File: config.mk
export PLATFORM = sky130hd
export DESIGN_NAME = fetch_unit
export DESIGN_NICKNAME = d
export VERILOG_FILES = /design/src/rtl/fetch_unit.sv
export SDC_FILE = /design/constraint.sdc
export NUM_CORES = 1
export LEC_CHECK = 0
export CAP_MARGIN = 30
export CORE_ASPECT_RATIO = 1.4
export CORE_MARGIN = 2
export CORE_UTILIZATION = 50
export DETAILED_ROUTE_END_ITERATION = 12
export DONT_BUFFER_PORTS = 1
export PLACE_DENSITY = 0.7
export SYNTH_ARGS = -nofsm -noshare
export SYNTH_HDL_FRONTEND = slang
export SYNTH_SLANG_ARGS = --single-unit
File: constraint.sdc
create_clock -name clk -period 1.4 [get_ports clk]
set_clock_uncertainty 0.1 [all_clocks]
set_input_delay 0.35 -clock clk [delete_from_list [all_inputs] [get_ports clk]]
set_output_delay 0.35 -clock clk [all_outputs]
set_load 0.05 [all_outputs]
File: src/rtl/fetch_unit.sv
// -----------------------------------------------------------------------------
// fetch_unit
//
// Purpose:
//   Sequential instruction fetcher for a 16K x 16-bit single-port RAM. A 14-bit
//   program counter walks memory one word at a time through a three-state
//   handshake (IDLE -> REQ -> WAIT). Each fetched word is pushed, tagged with
//   its address, into a small output FIFO. The consumer drains the FIFO with a
//   valid/ready handshake. A redirect (jmp) flushes the FIFO and any word
//   still in flight, then restarts fetching at jmp_addr.
//
// Configuration:
//   FETCH_PREFETCH_EN  defined   -> output FIFO holds 2 entries, so fetching
//                                   continues while the consumer stalls on the
//                                   head. Streaming rate is 1 word / 2 cycles.
//                      undefined -> output FIFO holds 1 entry, and a new fetch
//                                   starts only once the head has been taken.
//                                   Streaming rate is 1 word / 3 cycles.
//   Both builds expose the same interface and deliver words in the same order.
//
// Ports:
//   clk         in   clock; all state updates on the rising edge
//   re          in   synchronous active-high reset; overrides jmp and en
//   en          in   fetch enable
//   jmp         in   redirect request, takes priority over normal fetching
//   jmp_addr    in   [13:0] redirect target word address
//   mem_e       out  RAM enable, high in REQ and WAIT
//   mem_addr    out  [13:0] RAM word address (the current pc)
//   mem_w       out  RAM write strobe, tied to 0
//   mem_r       out  RAM read strobe, high in REQ
//   mem_dout    in   [15:0] RAM read data, valid the cycle after mem_r is sampled
//   inst        out  [15:0] instruction word at the FIFO head
//   inst_pc     out  [13:0] address the head word was read from
//   inst_valid  out  FIFO is non-empty
//   inst_ready  in   consumer takes the head on this edge
// -----------------------------------------------------------------------------
module fetch_unit (
  input  logic        clk,
  input  logic        re,
  input  logic        en,
  input  logic        jmp,
  input  logic [13:0] jmp_addr,
  output logic        mem_e,
  output logic [13:0] mem_addr,
  output logic        mem_w,
  output logic        mem_r,
  input  logic [15:0] mem_dout,
  output logic [15:0] inst,
  output logic [13:0] inst_pc,
  output logic        inst_valid,
  input  logic        inst_ready
);

`ifdef FETCH_PREFETCH_EN
  localparam int DEPTH = 2;
`else
  localparam int DEPTH = 1;
`endif

  // One pointer bit covers both depths. Storage is sized to the pointer range
  // so every pointer value selects a real entry.
  localparam int PTR_W = 1;
  localparam int SLOTS = 1 << PTR_W;
  localparam int CNT_W = $clog2(DEPTH + 1);

  typedef enum logic [1:0] {
    IDLE = 2'd0,
    REQ  = 2'd1,
    WAIT = 2'd2
  } state_e;

  typedef struct packed {
    logic [15:0] data;
    logic [13:0] pc;
  } entry_t;

  state_e           state_q,  state_d;
  logic [13:0]      pc_q,     pc_d;
  logic             mem_r_q,  mem_r_d;
  logic             mem_e_q,  mem_e_d;
  entry_t           fifo_q [SLOTS];
  entry_t           fifo_d [SLOTS];
  logic [PTR_W-1:0] rd_ptr_q, rd_ptr_d;
  logic [PTR_W-1:0] wr_ptr_q, wr_ptr_d;
  logic [CNT_W-1:0] count_q,  count_d;

  logic             pop;
  logic [CNT_W-1:0] count_after;

  // Advance a FIFO pointer, wrapping at the configured depth.
  function automatic logic [PTR_W-1:0] ptr_inc(input logic [PTR_W-1:0] p);
    if (p == PTR_W'(DEPTH - 1)) begin
      return '0;
    end
    return p + PTR_W'(1);
  endfunction

  // ---------------------------------------------------------------------------
  // Next-state logic
  // ---------------------------------------------------------------------------
  always_comb begin
    // NOTE: every variable gets a default before any branch; a path that
    // leaves one unassigned would infer a latch.
    state_d     = state_q;
    pc_d        = pc_q;
    fifo_d      = fifo_q;
    rd_ptr_d    = rd_ptr_q;
    wr_ptr_d    = wr_ptr_q;
    count_d     = count_q;
    pop         = inst_valid & inst_ready;
    count_after = count_q - CNT_W'(pop);

    if (pop) begin
      rd_ptr_d = ptr_inc(rd_ptr_q);
    end

    // count_after is the occupancy once this edge's pop (and, in WAIT, push)
    // have taken effect. A new REQ is only allowed while it is below DEPTH,
    // which reserves a slot for the word that REQ will bring back.
    unique case (state_q)
      IDLE: begin
        if (en && (count_after < CNT_W'(DEPTH))) begin
          state_d = REQ;
        end
      end

      REQ: begin
        state_d = WAIT;
      end

      WAIT: begin
        fifo_d[wr_ptr_q] = '{data: mem_dout, pc: pc_q};
        wr_ptr_d         = ptr_inc(wr_ptr_q);
        count_after      = count_after + CNT_W'(1);
        pc_d             = pc_q + 14'd1;
        state_d          = (en && (count_after < CNT_W'(DEPTH))) ? REQ : IDLE;
      end

      default: begin
        state_d = IDLE;
      end
    endcase

    count_d = count_after;

    // Redirect wins over everything above. A pop on this edge has already
    // been accounted for; resetting the pointers and count then discards
    // whatever is left, including a word being pushed from WAIT.
    if (jmp) begin
      rd_ptr_d = '0;
      wr_ptr_d = '0;
      count_d  = '0;
      pc_d     = jmp_addr;
      state_d  = en ? REQ : IDLE;
    end

    // Strobes are registered from the next state so they are glitch-free
    // and line up with the state they describe.
    mem_r_d = (state_d == REQ);
    mem_e_d = (state_d != IDLE);
  end

  // ---------------------------------------------------------------------------
  // State registers
  // ---------------------------------------------------------------------------
  always_ff @(posedge clk) begin
    // NOTE: sequential state uses non-blocking assignments so every flop
    // samples its pre-edge inputs regardless of statement order.
    if (re) begin
      state_q  <= IDLE;
      pc_q     <= '0;
      mem_r_q  <= 1'b0;
      mem_e_q  <= 1'b0;
      rd_ptr_q <= '0;
      wr_ptr_q <= '0;
      count_q  <= '0;
      // NOTE: the FIFO storage is reset as well because inst and inst_pc are
      // read straight from it and must show 0 after reset; this is only
      // affordable because the storage is a couple of flops, not a RAM.
      for (int i = 0; i < SLOTS; i++) begin
        fifo_q[i] <= '0;
      end
    end else begin
      state_q  <= state_d;
      pc_q     <= pc_d;
      mem_r_q  <= mem_r_d;
      mem_e_q  <= mem_e_d;
      rd_ptr_q <= rd_ptr_d;
      wr_ptr_q <= wr_ptr_d;
      count_q  <= count_d;
      fifo_q   <= fifo_d;
    end
  end

  // ---------------------------------------------------------------------------
  // Outputs
  // ---------------------------------------------------------------------------
  // pc does not change between REQ and the end of WAIT, so it serves
  // directly as the RAM address.
  assign mem_addr   = pc_q;
  assign mem_r      = mem_r_q;
  assign mem_e      = mem_e_q;
  assign mem_w      = 1'b0;

  // The head only moves on a pop, so it is stable while waiting for ready.
  assign inst       = fifo_q[rd_ptr_q].data;
  assign inst_pc    = fifo_q[rd_ptr_q].pc;
  assign inst_valid = (count_q != '0);

endmodule

# Word-level counts from Yosys, hierarchy flattened
# Index checks and enable logic that the tools add are counted.
# word_totals
ff_bits	81
inputBits	35
output_inout_bits	48
elab_cells	56
# classes
n_addsub	5
magnitude_cmp	5
n_eq_ne	3
mux	22
n_bitwise	3
n_reduce_logical	7
# op_table
op	n
30-bit two-way mux	4
60-bit bitwise mux	1
30-bit demux with 1-bit select	1
14-bit two-way mux	2
14-bit by 1-bit adder with 14-bit output (second input constant)	1
1-bit two-way mux	11
2-bit one-hot mux with 3 select lines	1
2-bit by 1-bit equality test with 1-bit output (second input constant)	2
2-bit >= comparator (second input constant)	2
2-bit two-way mux	2
1-bit NOT with 2-bit output	2
2-bit nonzero test	2
1-bit adder (second input constant)	3
1-bit logical AND	3
2-bit equality test (second input constant)	1
2-bit zero test	1
1-bit < comparator (second input constant)	2
2-bit by 1-bit < comparator with 1-bit output (second input constant)	1
2-bit OR reduction	1
1-bit AND	1
1-bit subtractor	1

# Depth between registers and ports, before layout
# logic_depth
word_depth	9
ltp_mapped	5
depth_no_buf	5

# Worst setup path after synthesis
# No wires, ideal clock.
# synth_path
path_type	register -> register
start	register pc_q[0] (netlist: mem_addr[0])
end	register pc_q[12] (netlist: mem_addr[12])
setup_ns	0.115
arrival_ns	1.666
required_time_ns	1.185
path_slack_ns	-0.481
path_stages_with_launch	6
path_buffers	0
synth_period_minus_slack_ns	1.881
cell_sequence	dfxtp_1 > ha_1 > nand4b_1 > nor4_2 > xor2_1 > o21a_1
# synth_via
elab_chain_cells	3
# synth_lines
item	line_no	text
start: declaration	78	logic [13:0] pc_q, pc_d;
start signal: assignment	185	pc_q <= pc_d;
14-bit by 1-bit adder with 14-bit output	135	pc_d = pc_q + 14'd1;
14-bit two-way mux	120	unique case (state_q)
14-bit two-way mux	149	if (jmp) begin
# Every way passes these cells. The select of a mux whose other input is x is not followed.
# A chain may end at the register's enable or synchronous reset.

# Worst setup path after layout
# layout_path
start	register pc_q[0] (netlist: mem_addr[0])
end	register pc_q[10] (netlist: mem_addr[10])
# The elaborated chain is that of the path after synthesis.

==> reports/metrics.cfg <==
[run_status]
status=complete, but fails checks
violations=negative setup slack

[timing]
fin_hold_ws_ps=12.6
slew_headroom_pct=49.9
hold_violations=0
fin_tns_setup_ps=-310
fin_crit_ps=1450
drv_slew=0
finalSetupViolCount=11
fmax_mhz=688
setup_ws_ps=-53.1
post-route-period-util_pct=104
tightest_slew_ps=749
rsz0062_at_grt=true

[layout]
final_nets=343
final_common_cell=nand2_1
fin_util_pct=70.4
mostFrequentLayoutCells=70 x nand2_1, 55 x buf_4, 42 x a21oi_1, 30 x dfxtp_1, 13 x inv_1
fill_cells=317
drive_gt1_share_pct=31.2
area_growth_pct=34.1
diodes=0

[route]
drc_errors=0
dr.pass1.iters=4
ant_nets=0
wl_per_cell_um=14.7
vias=1873
drt-initial-drc-count=34
routed_wl_um=5150
avgViaCountPerCell=5.34

[place]
dp_hpwl_um=3430
io_buffers=0
gp_congestion=0.891

[cts]
cts_sinks=49
htreeDepth=2
cts.reportedPaths.clkPinSlew_ps=90
cts_buffer_depth=2
clock_tree.root_cell=clkbuf_8
cts_tree=yes
numCtsBuffers=5
clk_latency_ps=300

[synth]
synth_fp_nets=293
synth.top_cell.area_share_pct=47.3
synth_adder_area_share_pct=0.603
ys_warn_count=0
syn_area_mm2=0.00207
synthTopCellsByArea=dfxtp_1 47%, nand2_1 13%, a21oi_1 10%
synth_top_family_by_area=simple AND/OR/NAND/NOR gates
synth.distinct_cells=35
synth-compound-area-share_pct=16.0
muxShareOfSynthArea_pct=0.965
synth_cells=257
netlist.top_cell.by_area=dfxtp_1
synthXorXnorAreaFrac_pct=5.49
ys_ff_latch=49
synthSimpleGateAreaFrac_pct=23.2
yosysSeqAreaShare_pct=47.3
avgSynthCellArea_um2=8.07

[grt]
grt_max_degree=37
grt-busiest-layer=met2
grtUsageMet3_pct=6.28
grt_antenna_before_repair=0
grt_pass1_vias=1790
gr-total-overflow=0
use_met2_pct=37.1
grtUsageMet1_pct=22.7
grt_usage_pct=20.8
grt_pass1_wl_um=7560

[power_and_ir_drop]
comb_power_share_pct=13.5
swShare_pct=25.8
p_seq_share_pct=47.8
ir_worst_vdd_v=0.000980
power.internal_mw=2.29
power_density_mw_per_mm2=1110
clock_power_share_pct=38.7
leakage_nw=1.15
p_sw_mw=0.797

[die]
io_pins=83
coreArea_mm2=0.00395
fp.dieW_um=58.4
initial_utilization_pct=52.5
die_h_um=80.2
fp.dieArea_mm2=0.00469
num_rows=27

[critical_path]
start_kind=register
crit_path_end_kind=register
path_class=reg2reg
cp.required_ps=1490
path_max_fanout=4
cp_data_arrival_time_ps=1550

[worst_hold_path]
hold_path_class=in2reg

[run]
cap_violations=0

## Yosys cell counts, drive strengths merged
cell type	number
conb	1
buf	8
clkbuf	9
ha	1
a21o	2
xor2	4
nand3b	1
o221ai	1
nor3b	2
a21oi	42
nor2b	3
nand2b	2
nor2	5
mux2i	2
or2	1
nor3	6
xnor2	9
nand2	70
dfxtp	49
a22oi	1
nor4	4
a2bb2oi	2
nand3	3
o22ai	1
nand4b	1
o21a	9
inv	13
nand4	5
## layout make-up
cell class | instances | area [um2] | share of cell area (%)
Multi-Input combinational cell | 178 | 1040 | 37.4
Sequential cell | 49 | 1030 | 37.1
Timing Repair Buffer | 60 | 469 | 16.9
Clock buffer | 5 | 68.8 | 2.47
Clock inverter | 3 | 68.8 | 2.47
Tap cell | 43 | 53.8 | 1.93
Inverter | 13 | 48.8 | 1.75
## path summary, 6_finish.rpt
check / startpoint / to / slack (ps) / depth (start not counted)
hold reg to reg: mem_addr[7] / fifo_q[37] / 420 / 2
setup reg to reg: mem_addr[0] / mem_addr[10] / -50 / 5
hold / removal: re / fifo_q[49] / 10 / 1
setup / recovery: mem_addr[0] / mem_addr[10] / -50 / 5
## power by group through the flow
stage          combinational, mW  clock, mW  sequential (mW)
3_5_place_dp               0.382          0             1.51
5_1_grt                    0.443       1.28             1.48
4_1_cts                    0.393       1.22             1.48
3_3_place_gp               0.378          0             1.51
6_report                   0.418       1.20             1.48
2_1_floorplan              0.151          0             1.66
## worst max-delay path, stage by stage (launching register included)
cell	delay, ps
dfxtp_4	380
ha_4	140
nand4b_1	250
nor3_2	270
xnor2_1	140
o22ai_1	80
## cell families (layout without fill, tap and decap cells)
group | Yosys count | count (layout)
xor gates and xnor gates | 13 | 13
AOI/OAI and AO/OA | 58 | 58
muxes | 2 | 2
and+or+nand+nor | 103 | 103
buffers and inverters | 30 | 81
other | 1 | 1
adders and majority gates | 1 | 1
DFF | 49 | 49
## metal layers
| metal | wire length (um) | share of wire (%) | up-vias |
|---|---|---|---|
| met5 | 0 | 0 | - |
| met4 | 61 | 1.2 | 0 |
| met3 | 362 | 7.0 | 7 |
| met2 | 2750 | 53 | 59 |
| met1 | 1980 | 38 | 862 |
| li1 | - | - | 945 |
## metrics by stage
stage          instance area, um2  std cells  total power, mW  setup WS (ps)
2_1_floorplan                2150        257             1.81           -124
3_3_place_gp                 2520        336             1.88          -8.27
3_5_place_dp                 2520        336             1.89          -52.6
4_1_cts                      2680        346             3.09          -73.2
5_1_grt                      2780        351             3.21           -143
6_report                     2780        351             3.09          -53.1
## sequential cells by signal, summed over array words and instances (netlist names)
| signal | count |
|---|---|
| state_q | 2 |
| inst_valid | 1 |
| fifo_q | 30 |
| mem_addr | 14 |
| mem_r | 1 |
| mem_e | 1 |
## timing repair
item	4_1_cts	5_1_grt
hold buffers	1	2
pin swaps	3	6
setup endpoints to repair	14	47
hold endpoints to repair	14	17
resized for setup	1	15
setup buffers	1	3
Power figures use the tool's default switching activity.
